## src/rtl/game_round_sequencer.sv

```systemverilog
// Round controller for the guessing game: draw target, spin motor, await guess
// with timeout, judge, show result, repeated for a fixed number of rounds.
module game_round_sequencer #(
    parameter int unsigned GUESS_TIMEOUT = 250_000_000,
    parameter int unsigned RESULT_HOLD   = 100_000_000,
    parameter int unsigned MAX_ROUNDS    = 9
) (
    input  logic       clk,
    input  logic       res,
    input  logic       start,
    input  logic [3:0] rand_num,
    output logic       rand_enable,
    output logic       motor_start,
    input  logic       motor_busy,
    input  logic [3:0] key_code,
    input  logic       key_valid,
    output logic [3:0] target,
    output logic [3:0] round_cnt,
    output logic [3:0] score,
    output logic       show_result,
    output logic       result_hit,
    output logic       game_over,
    output logic [2:0] state_dbg
);

    localparam int unsigned TO_W   = $clog2(GUESS_TIMEOUT);
    localparam int unsigned HOLD_W = (RESULT_HOLD > 1) ? $clog2(RESULT_HOLD) : 1;

    typedef enum logic [2:0] {
        S_IDLE     = 3'd0,
        S_ROLL     = 3'd1,
        S_LATCH    = 3'd2,
        S_SPIN     = 3'd3,
        S_WAIT_KEY = 3'd4,
        S_JUDGE    = 3'd5,
        S_SHOW     = 3'd6,
        S_DONE     = 3'd7
    } state_e;

    state_e              state_q, state_d;
    logic                start_q;
    logic [3:0]          target_q, target_d;
    logic [3:0]          round_q, round_d;
    logic [3:0]          score_q, score_d;
    logic                show_q, show_d;
    logic                hit_q, hit_d;
    logic                over_q, over_d;
    logic [1:0]          spin_q, spin_d;
    logic [TO_W-1:0]     to_q, to_d;
    logic [HOLD_W-1:0]   hold_q, hold_d;
    logic                miss_q, miss_d;
    logic [3:0]          key_q, key_d;

    logic start_edge;
    logic judge_hit;

    assign start_edge = start & ~start_q;
    assign judge_hit  = ~miss_q & (key_q == target_q);

    always_ff @(posedge clk or posedge res) begin
        if (res) begin
            state_q  <= S_IDLE;
            start_q  <= 1'b0;
            target_q <= 4'd0;
            round_q  <= 4'd0;
            score_q  <= 4'd0;
            show_q   <= 1'b0;
            hit_q    <= 1'b0;
            over_q   <= 1'b0;
            spin_q   <= 2'd0;
            to_q     <= '0;
            hold_q   <= '0;
            miss_q   <= 1'b0;
            key_q    <= 4'd0;
        end else begin
            state_q  <= state_d;
            start_q  <= start;
            target_q <= target_d;
            round_q  <= round_d;
            score_q  <= score_d;
            show_q   <= show_d;
            hit_q    <= hit_d;
            over_q   <= over_d;
            spin_q   <= spin_d;
            to_q     <= to_d;
            hold_q   <= hold_d;
            miss_q   <= miss_d;
            key_q    <= key_d;
        end
    end

    always_comb begin
        state_d  = state_q;
        target_d = target_q;
        round_d  = round_q;
        score_d  = score_q;
        hit_d    = hit_q;
        spin_d   = spin_q;
        to_d     = to_q;
        hold_d   = hold_q;
        miss_d   = miss_q;
        key_d    = key_q;

        case (state_q)
            S_IDLE, S_DONE: begin
                if (start_edge) begin
                    score_d = 4'd0;
                    round_d = 4'd0;
                    state_d = S_ROLL;
                end
            end
            S_ROLL: state_d = S_LATCH;
            S_LATCH: begin
                target_d = rand_num;
                spin_d   = 2'd0;
                state_d  = S_SPIN;
            end
            // Minimum dwell of two cycles gives motor_busy time to assert.
            S_SPIN: begin
                if (spin_q != 2'd2) begin
                    spin_d = spin_q + 2'd1;
                end else if (!motor_busy) begin
                    to_d    = '0;
                    miss_d  = 1'b0;
                    state_d = S_WAIT_KEY;
                end
            end
            // A key arriving on the final timeout cycle takes priority.
            S_WAIT_KEY: begin
                to_d = to_q + TO_W'(1);
                if (key_valid) begin
                    key_d   = key_code;
                    state_d = S_JUDGE;
                end else if (to_q == TO_W'(GUESS_TIMEOUT - 1)) begin
                    miss_d  = 1'b1;
                    state_d = S_JUDGE;
                end
            end
            S_JUDGE: begin
                hit_d = judge_hit;
                if (judge_hit && (score_q != 4'hF)) begin
                    score_d = score_q + 4'd1;
                end
                round_d = round_q + 4'd1;
                hold_d  = '0;
                state_d = S_SHOW;
            end
            S_SHOW: begin
                hold_d = hold_q + HOLD_W'(1);
                if (hold_q == HOLD_W'(RESULT_HOLD - 1)) begin
                    state_d = (round_q == 4'(MAX_ROUNDS)) ? S_DONE : S_ROLL;
                end
            end
            default: state_d = S_IDLE;
        endcase

        show_d = (state_d == S_SHOW);
        over_d = (state_d == S_DONE);
    end

    assign rand_enable = (state_q == S_ROLL);
    assign motor_start = (state_q == S_LATCH);
    assign target      = target_q;
    assign round_cnt   = round_q;
    assign score       = score_q;
    assign show_result = show_q;
    assign result_hit  = hit_q;
    assign game_over   = over_q;
    assign state_dbg   = state_q;

endmodule

```

## config.mk

```make
export PLATFORM = sky130hd
export DESIGN_NAME = game_round_sequencer
export DESIGN_NICKNAME = d
export VERILOG_FILES = /design/src/rtl/game_round_sequencer.sv
export SDC_FILE = /design/constraint.sdc
export NUM_CORES = 1
export LEC_CHECK = 0
export ABC_AREA = 1
export CAP_MARGIN = 20
export CORE_MARGIN = 2
export CORE_UTILIZATION = 42
export DETAILED_ROUTE_END_ITERATION = 10
export PLACE_DENSITY = 0.63
export SLEW_MARGIN = 5
export SYNTH_ARGS = -nofsm -noshare
export SYNTH_HDL_FRONTEND = slang
export SYNTH_SLANG_ARGS = --single-unit
export TNS_END_PERCENT = 1
```

## constraint.sdc

```tcl
create_clock -name clk -period 3.98 [get_ports clk]
set_input_delay 1.194 -clock clk [delete_from_list [all_inputs] [get_ports clk]]
set_output_delay 1.194 -clock clk [all_outputs]
set_load 0.01 [all_outputs]
```

After elaboration in Yosys (flattened, before gate mapping):

Index checks and enable logic that the tools add are counted.

* output and inout bits: 20
* bits of input ports: 13
* register bits after elaboration: 81

* bitwise logic cells: 4
* $add $sub $neg: 5
* eq/ne operators: 22
* reductions and logical operators: 13
* mux-type cells: 23

Operators by type and width (number)
* $mux W28: 2
* $pmux W28 S2: 1
* $pmux W27 S2: 1
* $add A28 B1 Y28 const B: 1
* $eq A28 B28 Y1 const B: 1
* $add A27 B1 Y27 const B: 1
* $eq A27 B27 Y1 const B: 1
* $mux W3: 7
* $pmux W3 S7: 1
* $eq A3 B3 Y1 const B: 6
* $ne A2 B2 Y1 const B: 8
* $pmux W4 S2: 2
* $add A4 B1 Y4 const B: 2
* $mux W4: 2
* $reduce_bool A2 Y1: 4
* $eq A3 B2 Y1 const B: 2
* $reduce_and A2 Y1: 3
* $reduce_and A3 Y1: 2
* $reduce_and A5 Y1: 1
* $eq A4 B4 Y1: 1
* $eq A4 B4 Y1 const B: 1
* $mux W1: 4
* $ne A4 B4 Y1 const B: 1
* $pmux W2 S2: 1
* other kinds (9): 11

Logic depth before layout (Yosys ltp):

* depth after elaboration: 5
* gate-level depth with buffers: 11
* gate-level depth less buffers: 11

Worst setup path before layout:

Ideal clock, no wire load.

* path type: reg2out
* start point: register state_q[2], in the netlist state_dbg[2]
* end point: output port motor_start
* slack: 1.733 ns
* data arrival time: 1.053 ns
* cell stages (with the launch flop): 3
* cells stage by stage: dfrtp_1 -> buf_6 -> nor3_2

* cells in the longest elaborated chain, start to end: 1

RTL lines
* start, declared: RTL line 40 `state_e state_q, state_d;`
* start signal, assigned: RTL line 76 `state_q <= state_d;`
* $eq A3 B2 Y1: RTL line 162 `assign motor_start = (state_q == S_LATCH);`
* end, declared: RTL line 13 `output logic motor_start,`

Every way passes these cells.

Worst setup path in the final report:

* start point: register state_q[1], in the netlist state_dbg[1]
* end point: output port motor_start

Same word-level chain as after synthesis.

==> flow_metrics.tcl <==
set metrics [dict create \
    outcome "completed" \
    crit_fanout 9 \
    maxSlewHeadroom 0.482 \
    num_rows 39 \
    die_x_um 113 \
    drc 0 \
    postCtsSetupBuffers 0 \
    yosysSeqAreaShare 0.409 \
    syn_avg_cell_area_sq_um 7.50 \
    post-route-min-period_ps 3370 \
    synth_area_sq_mm 0.00496 \
    path_class "flip-flop to output port" \
    io_buffers 32 \
    synth_ff_type "dfrtp_1" \
    dieArea_sq_mm 0.0127 \
    dr_total_vias 4353 \
    hold_class "flip-flop to flip-flop" \
    startpoint_type "flip-flop" \
    gr-total-overflow 0 \
    syn_inst 661 \
    dpl.hpwl_um 8460 \
    final_util 0.499 \
    powerDensity_mw_per_mm2 306 \
    antenna_found_initial 0 \
    crit_path_end_kind "output port" \
    dr_wl_met2_um 5550 \
    grt_util_all_layers 0.196 \
    drt_iter0_drc 338 \
    io-pin-count 33 \
    syn_to_final_growth_pct 15.4 \
    clk_root_buffer_cell "clkbuf_16" \
    clk_path_buf_depth 2 \
    holdBufCountCts 0 \
    antenna_cells 0 \
    maxCapViolCount 0 \
    core_area_sq_mm 0.0115 \
    finalCritPeriodShare 0.847 \
    dpl.cell_count 827 \
    routabilityCongestion 0.934 \
    grt_pass1_vias 4206 \
    fin_tns_setup_ps 0 \
    final_nets 714 \
    leakagePower_nw 2.74 \
    top_layer "met4" \
    antenna_left 0 \
    grt_pass1_wl_um 20300 \
    cp.required_ps 2790 \
    timing.fmax_mhz 297 \
    htreeDepth 3 \
    wl_met3_um 370 \
    peakVddDrop_uv 371 \
    multiInputGateArea_sq_mm 0.00252 \
    ys_warn_count 0 \
    rsz0062_at_grt "no" \
    setup_violations 0 \
    synth.distinct_cells 45 \
    start_util 0.432 \
    wl_um 11700 \
    seqCellArea_sq_mm 0.00203 \
    fillers 1092 \
    hold_ws_ps 492 \
    wire_per_inst_um 13.9 \
    final_layout_size_suffix_gt1_frac 0.0944 \
    drv_slew 0 \
    synth_edf_count 0 \
    fin_skew_ps 7.17 \
    synth_fp_nets 680 \
    cts_tree "built" \
    cts_resized 0 \
    cp_data_arrival_time_ps 2180 \
    ys_seq_elements 81 \
    dr.pass1.iters 6 \
    hold_violations 0 \
    numCtsBuffers 9 \
    grt_max_degree 82 \
    viasPerCell 5.17 \
    dieHeight_um 113 \
    stdcell_count 842 \
    async_reset_ff_frac 1.00 \
    clk_latency_ps 340 \
    clkTransAtPathRegs_ps 60 \
    worst_slew_pin_slew_ps 776 \
    clock_sink_count 81 \
    drt-met1-wl_um 5550 \
]
## worst paths after layout
path / from / to / slack (ps) / depth (start not counted)
min in group asynchronous: res / hold_q[6] / 1270 / 3
max reg2reg: state_dbg[2] / hold_q[6] / 1870 / 5
min: to_q[12] / to_q[12] / 490 / 1
max in group asynchronous: res / hold_q[17] / 2360 / 3
max: state_dbg[1] / motor_start / 610 / 3
min reg2reg: to_q[12] / to_q[12] / 490 / 1
## worst max-delay path: stages, from the launching register on
cell and delay (ps):
dfrtp_1 690, inv_1 170, nor3_2 370, clkdlybuf4s50_1 620
## synth_stat cells, drive strengths merged, types with 2 or more instances
master  instances  area, sq um
nand2         167          684
inv            90          338
nor2           86          407
dfrtp          81         2030
nand3          61          350
o21ai          53          273
nor3           26          184
a21oi          24          120
o22ai          14         87.6
xor2           11         96.3
buf             8         65.1
nand4           8         50.1
ha              6         75.1
xnor2           3         26.3
a211oi          2         15.0
a22oi           2         15.0
clkbuf          2         7.51
nand3b          2         18.8
nor3b           2         20.0
o21bai          2         15.0
o31ai           2         15.0
## cell families (layout without fill, tap and decap cells)
kind of cell / count (synthesis) / count (layout) / synth area share
AO/OA/AOI/OAI: 104 / 104 / 0.117
XOR/XNOR: 14 / 14 / 0.0247
multiplexers: 1 / 1 / 0.00227
flip-flops: 81 / 81 / 0.409
buffers and inverters: 101 / 139 / 0.0835
adder cells (fa/ha/maj): 6 / 6 / 0.0151
AND/OR/NAND/NOR: 354 / 354 / 0.348
## state kept, by name, indices dropped and copies added, names as in the netlist
register,flops
show_result,1
result_hit,1
score,4
state_dbg,3
round_cnt,4
game_over,1
start_q,1
miss_q,1
key_q,4
spin_q,2
to_q,28
target,4
hold_q,27
## metal layers
layer	track usage	vias to the layer above
li1	-	2229
met1	0.273	2037
met2	0.311	69
met3	0.0378	18
met4	0.0610	0
met5	0	-
## power by group
group | switching, mW | internal [mW] | total (mW)
Sequential | 0.00371 | 0.829 | 0.832
Combinational | 0.0265 | 0.0195 | 0.0460
Clock | 0.322 | 0.550 | 0.872
## metrics by stage
step / setup WS (ps) / area, sq um / power [mW]
6_report: 608 / 5720 / 1.75
5_1_grt: 448 / 5720 / 1.81
4_1_cts: 588 / 5720 / 1.77
3_5_place_dp: 949 / 5410 / 0.895
3_3_place_gp: 977 / 5410 / 0.894
2_1_floorplan: 706 / 4960 / 0.868
## placed cells by master (no fill, tap or decap), types with 5 or more instances in the layout
| cell | netlist | final |
|---|---|---|
| nand4_1 | 8 | 8 |
| nor3_1 | 19 | 19 |
| clkbuf_16 | 0 | 9 |
| o22ai_1 | 14 | 14 |
| xor2_1 | 11 | 11 |
| nand2_2 | 5 | 5 |
| dfrtp_1 | 81 | 81 |
| nand2_1 | 156 | 156 |
| o21ai_1 | 10 | 10 |
| inv_2 | 8 | 8 |
| clkdlybuf4s50_1 | 0 | 32 |
| nand3_1 | 55 | 55 |
| nand2_4 | 6 | 6 |
| o21ai_0 | 41 | 41 |
| a21oi_1 | 24 | 24 |
| nor2_2 | 5 | 5 |
| ha_1 | 6 | 6 |
| nor2_1 | 75 | 75 |
| inv_1 | 82 | 81 |
## final cells by class
class | instances | area share
Tap cell | 143 | 0.0313
Clock buffer | 13 | 0.0490
Timing Repair Buffer | 33 | 0.0595
Multi-Input combinational cell | 479 | 0.440
Clock inverter | 2 | 0.00612
Inverter | 91 | 0.0599
Sequential cell | 81 | 0.354
Note: power is estimated with default switching activity, not from simulation.
